$ cat src/rtl/pc_stack_unit.sv
// Program counter with a hardware call/return stack, PC-relative branches and
// a stall enable. Sticky flags record calls on a full stack and returns on an empty one.
module pc_stack_unit #(
  parameter int ADDR_W    = 6,
  parameter int OFF_W     = 4,
  parameter int DEPTH     = 4,
  parameter int RESET_VEC = 0
) (
  input  logic                       clk,
  input  logic                       rst_n,
  input  logic                       en,
  input  logic                       clr_pc,
  input  logic                       ret_pc,
  input  logic                       call_pc,
  input  logic                       ld_pc,
  input  logic                       br_pc,
  input  logic                       inc_pc,
  input  logic                       err_clr,
  input  logic [ADDR_W-1:0]          target,
  input  logic [OFF_W-1:0]           offset,
  output logic [ADDR_W-1:0]          pc_out,
  output logic [$clog2(DEPTH+1)-1:0] sp_out,
  output logic                       stk_full,
  output logic                       stk_empty,
  output logic                       ovf_err,
  output logic                       unf_err
);

  localparam int SP_W  = $clog2(DEPTH + 1);
  localparam int IDX_W = $clog2(DEPTH);
  localparam logic [ADDR_W-1:0] RST_PC = ADDR_W'(RESET_VEC);
  localparam logic [SP_W-1:0]   SP_MAX = SP_W'(DEPTH);

  logic [ADDR_W-1:0] pc_q, pc_d;
  logic [SP_W-1:0]   sp_q, sp_d;
  logic              ovf_q, ovf_d;
  logic              unf_q, unf_d;
  logic [ADDR_W-1:0] stack_q [DEPTH];

  logic [ADDR_W-1:0] pc_inc_s;
  logic [ADDR_W-1:0] pc_br_s;
  logic [ADDR_W-1:0] off_ext_s;
  logic [IDX_W-1:0]  wr_idx_s;
  logic [IDX_W-1:0]  rd_idx_s;
  logic              push_s;
  logic              full_s;
  logic              empty_s;

  // Datapath helpers: increment, sign-extended branch target, stack pointers.
  assign pc_inc_s  = pc_q + ADDR_W'(1);
  assign off_ext_s = ADDR_W'($signed(offset));
  assign pc_br_s   = pc_q + off_ext_s;
  assign wr_idx_s  = IDX_W'(sp_q);
  assign rd_idx_s  = IDX_W'(sp_q - SP_W'(1));
  assign full_s    = (sp_q == SP_MAX);
  assign empty_s   = (sp_q == SP_W'(0));

  // Next-state selection following the strobe priority order.
  always_comb begin
    pc_d   = pc_q;
    sp_d   = sp_q;
    ovf_d  = ovf_q;
    unf_d  = unf_q;
    push_s = 1'b0;

    // Error clear is evaluated first so that a flag set below in the same cycle wins.
    if (err_clr) begin
      ovf_d = 1'b0;
      unf_d = 1'b0;
    end else begin
      ovf_d = ovf_q;
      unf_d = unf_q;
    end

    if (clr_pc) begin
      pc_d = RST_PC;
      sp_d = SP_W'(0);
    end else if (!en) begin
      pc_d = pc_q;
    end else if (ret_pc) begin
      if (!empty_s) begin
        pc_d = stack_q[rd_idx_s];
        sp_d = sp_q - SP_W'(1);
      end else begin
        unf_d = 1'b1;
      end
    end else if (call_pc) begin
      if (!full_s) begin
        push_s = 1'b1;
        pc_d   = target;
        sp_d   = sp_q + SP_W'(1);
      end else begin
        ovf_d = 1'b1;
      end
    end else if (ld_pc) begin
      pc_d = target;
    end else if (br_pc) begin
      pc_d = pc_br_s;
    end else if (inc_pc) begin
      pc_d = pc_inc_s;
    end else begin
      pc_d = pc_q;
    end
  end

  // Control state registers with asynchronous reset.
  always_ff @(posedge clk or negedge rst_n) begin
    if (!rst_n) begin
      pc_q  <= RST_PC;
      sp_q  <= SP_W'(0);
      ovf_q <= 1'b0;
      unf_q <= 1'b0;
    end else begin
      pc_q  <= pc_d;
      sp_q  <= sp_d;
      ovf_q <= ovf_d;
      unf_q <= unf_d;
    end
  end

  // Return-address storage; contents only become visible through a valid pop.
  always_ff @(posedge clk) begin
    if (push_s) begin
      stack_q[wr_idx_s] <= pc_inc_s;
    end
  end

  assign pc_out    = pc_q;
  assign sp_out    = sp_q;
  assign stk_full  = full_s;
  assign stk_empty = empty_s;
  assign ovf_err   = ovf_q;
  assign unf_err   = unf_q;

endmodule
$ cat config.mk
export PLATFORM = sky130hd
export DESIGN_NAME = pc_stack_unit
export DESIGN_NICKNAME = d
export VERILOG_FILES = /design/src/rtl/pc_stack_unit.sv
export SDC_FILE = /design/constraint.sdc
export NUM_CORES = 1
export LEC_CHECK = 0
export ABC_AREA = 1
export BUFFER_PORTS_ARGS = -buffer_cell sky130_fd_sc_hd__buf_2
export CORE_AREA = 5 5 61 76
export CTS_BUF_LIST = sky130_fd_sc_hd__clkbuf_16
export DETAILED_ROUTE_END_ITERATION = 10
export DIE_AREA = 0 0 66 81
export PLACE_DENSITY = 0.75
export SYNTH_ARGS = -nofsm -noshare
export SYNTH_HDL_FRONTEND = slang
export SYNTH_SLANG_ARGS = --single-unit
$ cat constraint.sdc
create_clock -name clk -period 2.43 [get_ports clk]
set_input_delay 0.243 -clock clk [delete_from_list [all_inputs] [get_ports clk]]
set_output_delay 0.243 -clock clk [all_outputs]
set_load 0.03 [all_outputs]
# After elaboration in Yosys (flattened, before gate mapping)
# Memory sizes are Yosys's and may differ from the RTL's.
# Index checks and enable logic that the tools add are counted.
dict set report classes {
  n_eq_ne 4
  muxes 33
  n_reduce_logical 6
  n_addsub 4
}
# op count
set op_table {}
lappend op_table {{$mux W6} 9}
lappend op_table {{$mux W1} 18}
lappend op_table {{$mux W3} 6}
lappend op_table {{$reduce_and A4 Y1} 2}
lappend op_table {{$add A6 B1 Y6 const B} 1}
lappend op_table {{$add A6 B6 Y6} 1}
lappend op_table {{$ne A3 B3 Y1 const B} 2}
lappend op_table {{$reduce_bool A6 Y1} 1}
lappend op_table {{$ne A4 B4 Y1 const B} 1}
lappend op_table {{$add A3 B1 Y3 const B} 1}
lappend op_table {{$eq A3 B3 Y1 const B} 1}
lappend op_table {{$logic_not A3 Y1} 1}
lappend op_table {{$reduce_bool A3 Y1} 1}
lappend op_table {{$sub A3 B1 Y3 const B} 1}
lappend op_table {{$reduce_bool A2 Y1} 1}
dict set report totals {
  output_inout_bits 13
  ram_bits 24
  register_bits 11
  mem_count 1
}
# name depth word_bits rd rd_ports_with_merged_regs wr line_no
set mem_list {}
lappend mem_list {stack_q 4 6 1 0 1 38} ;# logic [ADDR_W-1:0] stack_q [DEPTH];

# Longest topological paths before layout
dict set report logic_depth {
  depth_word 8
  mapped_depth 11
  depth_no_buf 11
}

# Worst setup path before layout
# Ideal clock, no wire load.
dict set report synth_timing {
  path_type {register to register}
  from {register sp_q[0] (netlist: sp_out[0])}
  to {memory stack_q[2][0] (enable)}
  slack_ns 0.036
  t_arrival_ns 2.044
  setup_time_ns 0.350
  period_less_slack_ns 2.394
  stages_incl_launch_ff 8
  path_cell_list {dfrtp_1 > inv_2 > buf_4 > ha_1 > ha_1 > nor2_1 > nand4_1 > nor2_1}
}
dict set report synth_between {
  elab_chain_len 8
}
# item line_no
set synth_rtl {}
lappend synth_rtl {{start, declared} 35} ;# logic [SP_W-1:0] sp_q, sp_d;
lappend synth_rtl {{start signal, assigned} 115} ;# sp_q <= sp_d;
lappend synth_rtl {{$eq A3 B3 Y1} 55} ;# assign full_s = (sp_q == SP_MAX);
lappend synth_rtl {{net stk_full} 23} ;# output logic stk_full,
lappend synth_rtl {{$mux W1} 88} ;# if (!full_s) begin
lappend synth_rtl {{$mux W1} 87} ;# end else if (call_pc) begin
lappend synth_rtl {{$mux W1} 80} ;# end else if (ret_pc) begin
lappend synth_rtl {{$mux W1} 78} ;# end else if (!en) begin
lappend synth_rtl {{$mux W1} 75} ;# if (clr_pc) begin
lappend synth_rtl {{$mux W1} 123} ;# if (push_s) begin
lappend synth_rtl {{$mux W1 (implied by the code)} 124} ;# stack_q[wr_idx_s] <= pc_inc_s;
lappend synth_rtl {{end, declared} 38}
# The timed path passes the listed nets, and every way through them passes these cells.

# Worst setup path in the final report
dict set report layout_timing {
  from {register sp_q[1] (netlist: sp_out[1])}
  to {memory stack_q[1][4] (enable)}
}
dict set report layout_between {
  elab_chain_len 8
}
# item line_no
set layout_rtl {}
lappend layout_rtl {{$eq A3 B3 Y1} 55}
lappend layout_rtl {{$mux W1} 88}
lappend layout_rtl {{$mux W1} 87}
lappend layout_rtl {{$mux W1} 80}
lappend layout_rtl {{$mux W1} 78}
lappend layout_rtl {{$mux W1} 75}
lappend layout_rtl {{$mux W1} 123}
lappend layout_rtl {{$mux W1 (implied by the code)} 124}
# Several ways; a longest one is shown, not always the timed one.

==> results.json <==
{
  "fp.dieH_um": 81,
  "maxSlewHeadroom": 0.763,
  "io_buffers": 32,
  "synth.most_common_cell": "nand2_1",
  "p_leak_uw": 0.00117,
  "worstMarginPinSlew_ps": 355,
  "powerDensity_nw_per_um2": 941,
  "ir_drop_v": 0.000460,
  "worstSetupPathType": "flip-flop to flip-flop",
  "post_cts_resize_count": 0,
  "clkSinkCount": 35,
  "final_util": 0.655,
  "grtUsageTotal": 0.205,
  "synthesis.nets": 273,
  "gp_congestion": 0.842,
  "cts_hold_buffers": 1,
  "synthToLayoutAreaGrowth_pct": 20.9,
  "crit_fanout": 4,
  "postCtsSetupRepairBufs": 0,
  "min_period_ps": 1990,
  "dr.pass1.iters": 4,
  "die_area_sq_um": 5350,
  "numCtsBuffers": 5,
  "start_kind": "flip-flop",
  "syn_area_per_cell_sq_um": 8.54,
  "drc": 0,
  "min_path_type": "input port to flip-flop",
  "initial_core_util": 0.541,
  "drive_gt1_frac": 0.197,
  "worst_ep_required_time_ps": 2420,
  "setup_violations": 0,
  "grt_pass1_wl_mm": 8.27,
  "timing.setup.tns_ps": 0,
  "htreeDepth": 2,
  "ys.flop_type": "edfxtp_1",
  "hold_violations": 0,
  "wire_per_inst_um": 14.1,
  "synth-edff-count": 24,
  "clock_skew_ps": 4.51,
  "die_w_um": 66,
  "synthTopCellsByCount": "56 x nand2_1, 31 x nor2_1, 28 x inv_1",
  "nNetsFinal": 316,
  "via_count": 1749,
  "antenna_left": 0,
  "root_buffer": "clkbuf_16",
  "netlist.area_leader.share": 0.352,
  "grt_max_degree": 16,
  "cts.path.max_buffers": 2,
  "core_area_sq_um": 3780,
  "slew_violations": 0,
  "finalWirelength_mm": 4.77,
  "synth_seq_cells": 35,
  "cp-end-kind": "flip-flop",
  "status": "finished clean",
  "via_per_inst": 5.17,
  "clk_pin_slew_ps": 50,
  "grt_pass1_vias": 1756,
  "syn-instance-count": 240,
  "syn_area_sq_um": 2050,
  "yosysSeqAreaShare": 0.486,
  "max_freq_mhz": 503,
  "initialDrtViolationCount": 64,
  "post-route-period-util": 0.819,
  "ys_top_cells_by_area": "edfxtp_1 35%, dfrtp_1 13%, nand2_1 10%",
  "synth_top_cell_by_area": "edfxtp_1",
  "grt.overflow.total": 0,
  "post-dp-hpwl_mm": 3.61,
  "yosys_warnings": 0,
  "clock_latency_ps": 280,
  "pin_count": 33,
  "num_antenna_cells": 0,
  "rows": 25,
  "antenna_found_initial": 0,
  "cap_violations": 0,
  "tritoncts": "done",
  "critical_path_arrival_ps": 1980,
  "yosysUniqueCellTypes": 28,
  "async_flop_share": 0.314,
  "rsz0062_at_grt": "no"
}
[cells in the final DEF, fill, tap and decap left out, drive strengths merged, types with 2 or more instances in the layout]
cell type	n
nand2	58
buf	38
nor2	34
inv	30
edfxtp	24
o21ai	21
nand3	17
a21oi	14
ha	12
dfrtp	11
clkbuf	5
nand4	3
o22ai	3
clkinv	3
xnor2	2
o211ai	2
[state kept, by name (all words and copies together), names as in the netlist]
| name | flops |
|---|---|
| sp_out | 3 |
| stack_q | 24 |
| unf_err | 1 |
| pc_out | 6 |
| ovf_err | 1 |
[routing by layer]
metal	vias to the layer above	track usage	routed length, um
li1	883	-	-
met1	819	0.256	2080
met2	41	0.350	2430
met3	6	0.0401	199
met4	0	0.0752	65
met5	-	0	0
[per-stage QoR]
step	std cells	setup WS, ps	hold slack, ps	instance area, sq um	power, uW
3_3_place_gp	329	579	134	2300	1590
4_1_cts	338	434	227	2480	2340
2_1_floorplan	240	35.9	-52.6	2050	1370
6_report	338	440	240	2480	2330
3_5_place_dp	329	454	138	2300	1610
5_1_grt	338	294	267	2480	2480
[cell families (layout without fill, tap and decap cells)]
kind of cell    count (synthesis)  after routing  synth area share
buf+inv                        34             78            0.0678
flops                          35             35             0.486
xor+xnor                        3              3            0.0128
simple gates                  112            112             0.228
compound gates                 43             43             0.123
fa+ha+maj                      13             13            0.0830
[final timing paths]
kind	slack (ps)	depth (start not counted)	start	endpoint
worst max-delay path	440	7	sp_out[1]	stack_q[1][4]
worst min-delay path	240	4	err_clr	ovf_err
worst max register to register	440	7	sp_out[1]	stack_q[1][4]
worst min register to register	480	2	ovf_err	ovf_err
max in group asynchronous	1820	2	rst_n	pc_out[5]
min in group asynchronous	390	2	rst_n	pc_out[3]
[power breakdown]
group / switching [uW] / leakage, uW / internal, uW / total, uW
combinational: 542 / 0.000728 / 266 / 808
clock: 243 / 0.0000838 / 483 / 726
sequential: 72.0 / 0.000361 / 726 / 798
total: 857 / 0.00117 / 1470 / 2330
[critical path, stage by stage (launching register included)]
cell and delay [ps]:
dfrtp_1 380, inv_1 90, ha_1 230, ha_1 230, nor2_1 160, nand4_1 170, nor2_1 250, buf_4 190
[area by class of cell]
class,instances,area [sq um]
clock buffer,5,125
sequential,35,996
fill,339,1310
multi-input combinational,171,915
inverter,31,116
timing repair buffer,39,215
tap,54,67.6
clock inverter,3,43.8
Note: power is estimated with default switching activity, not from simulation.
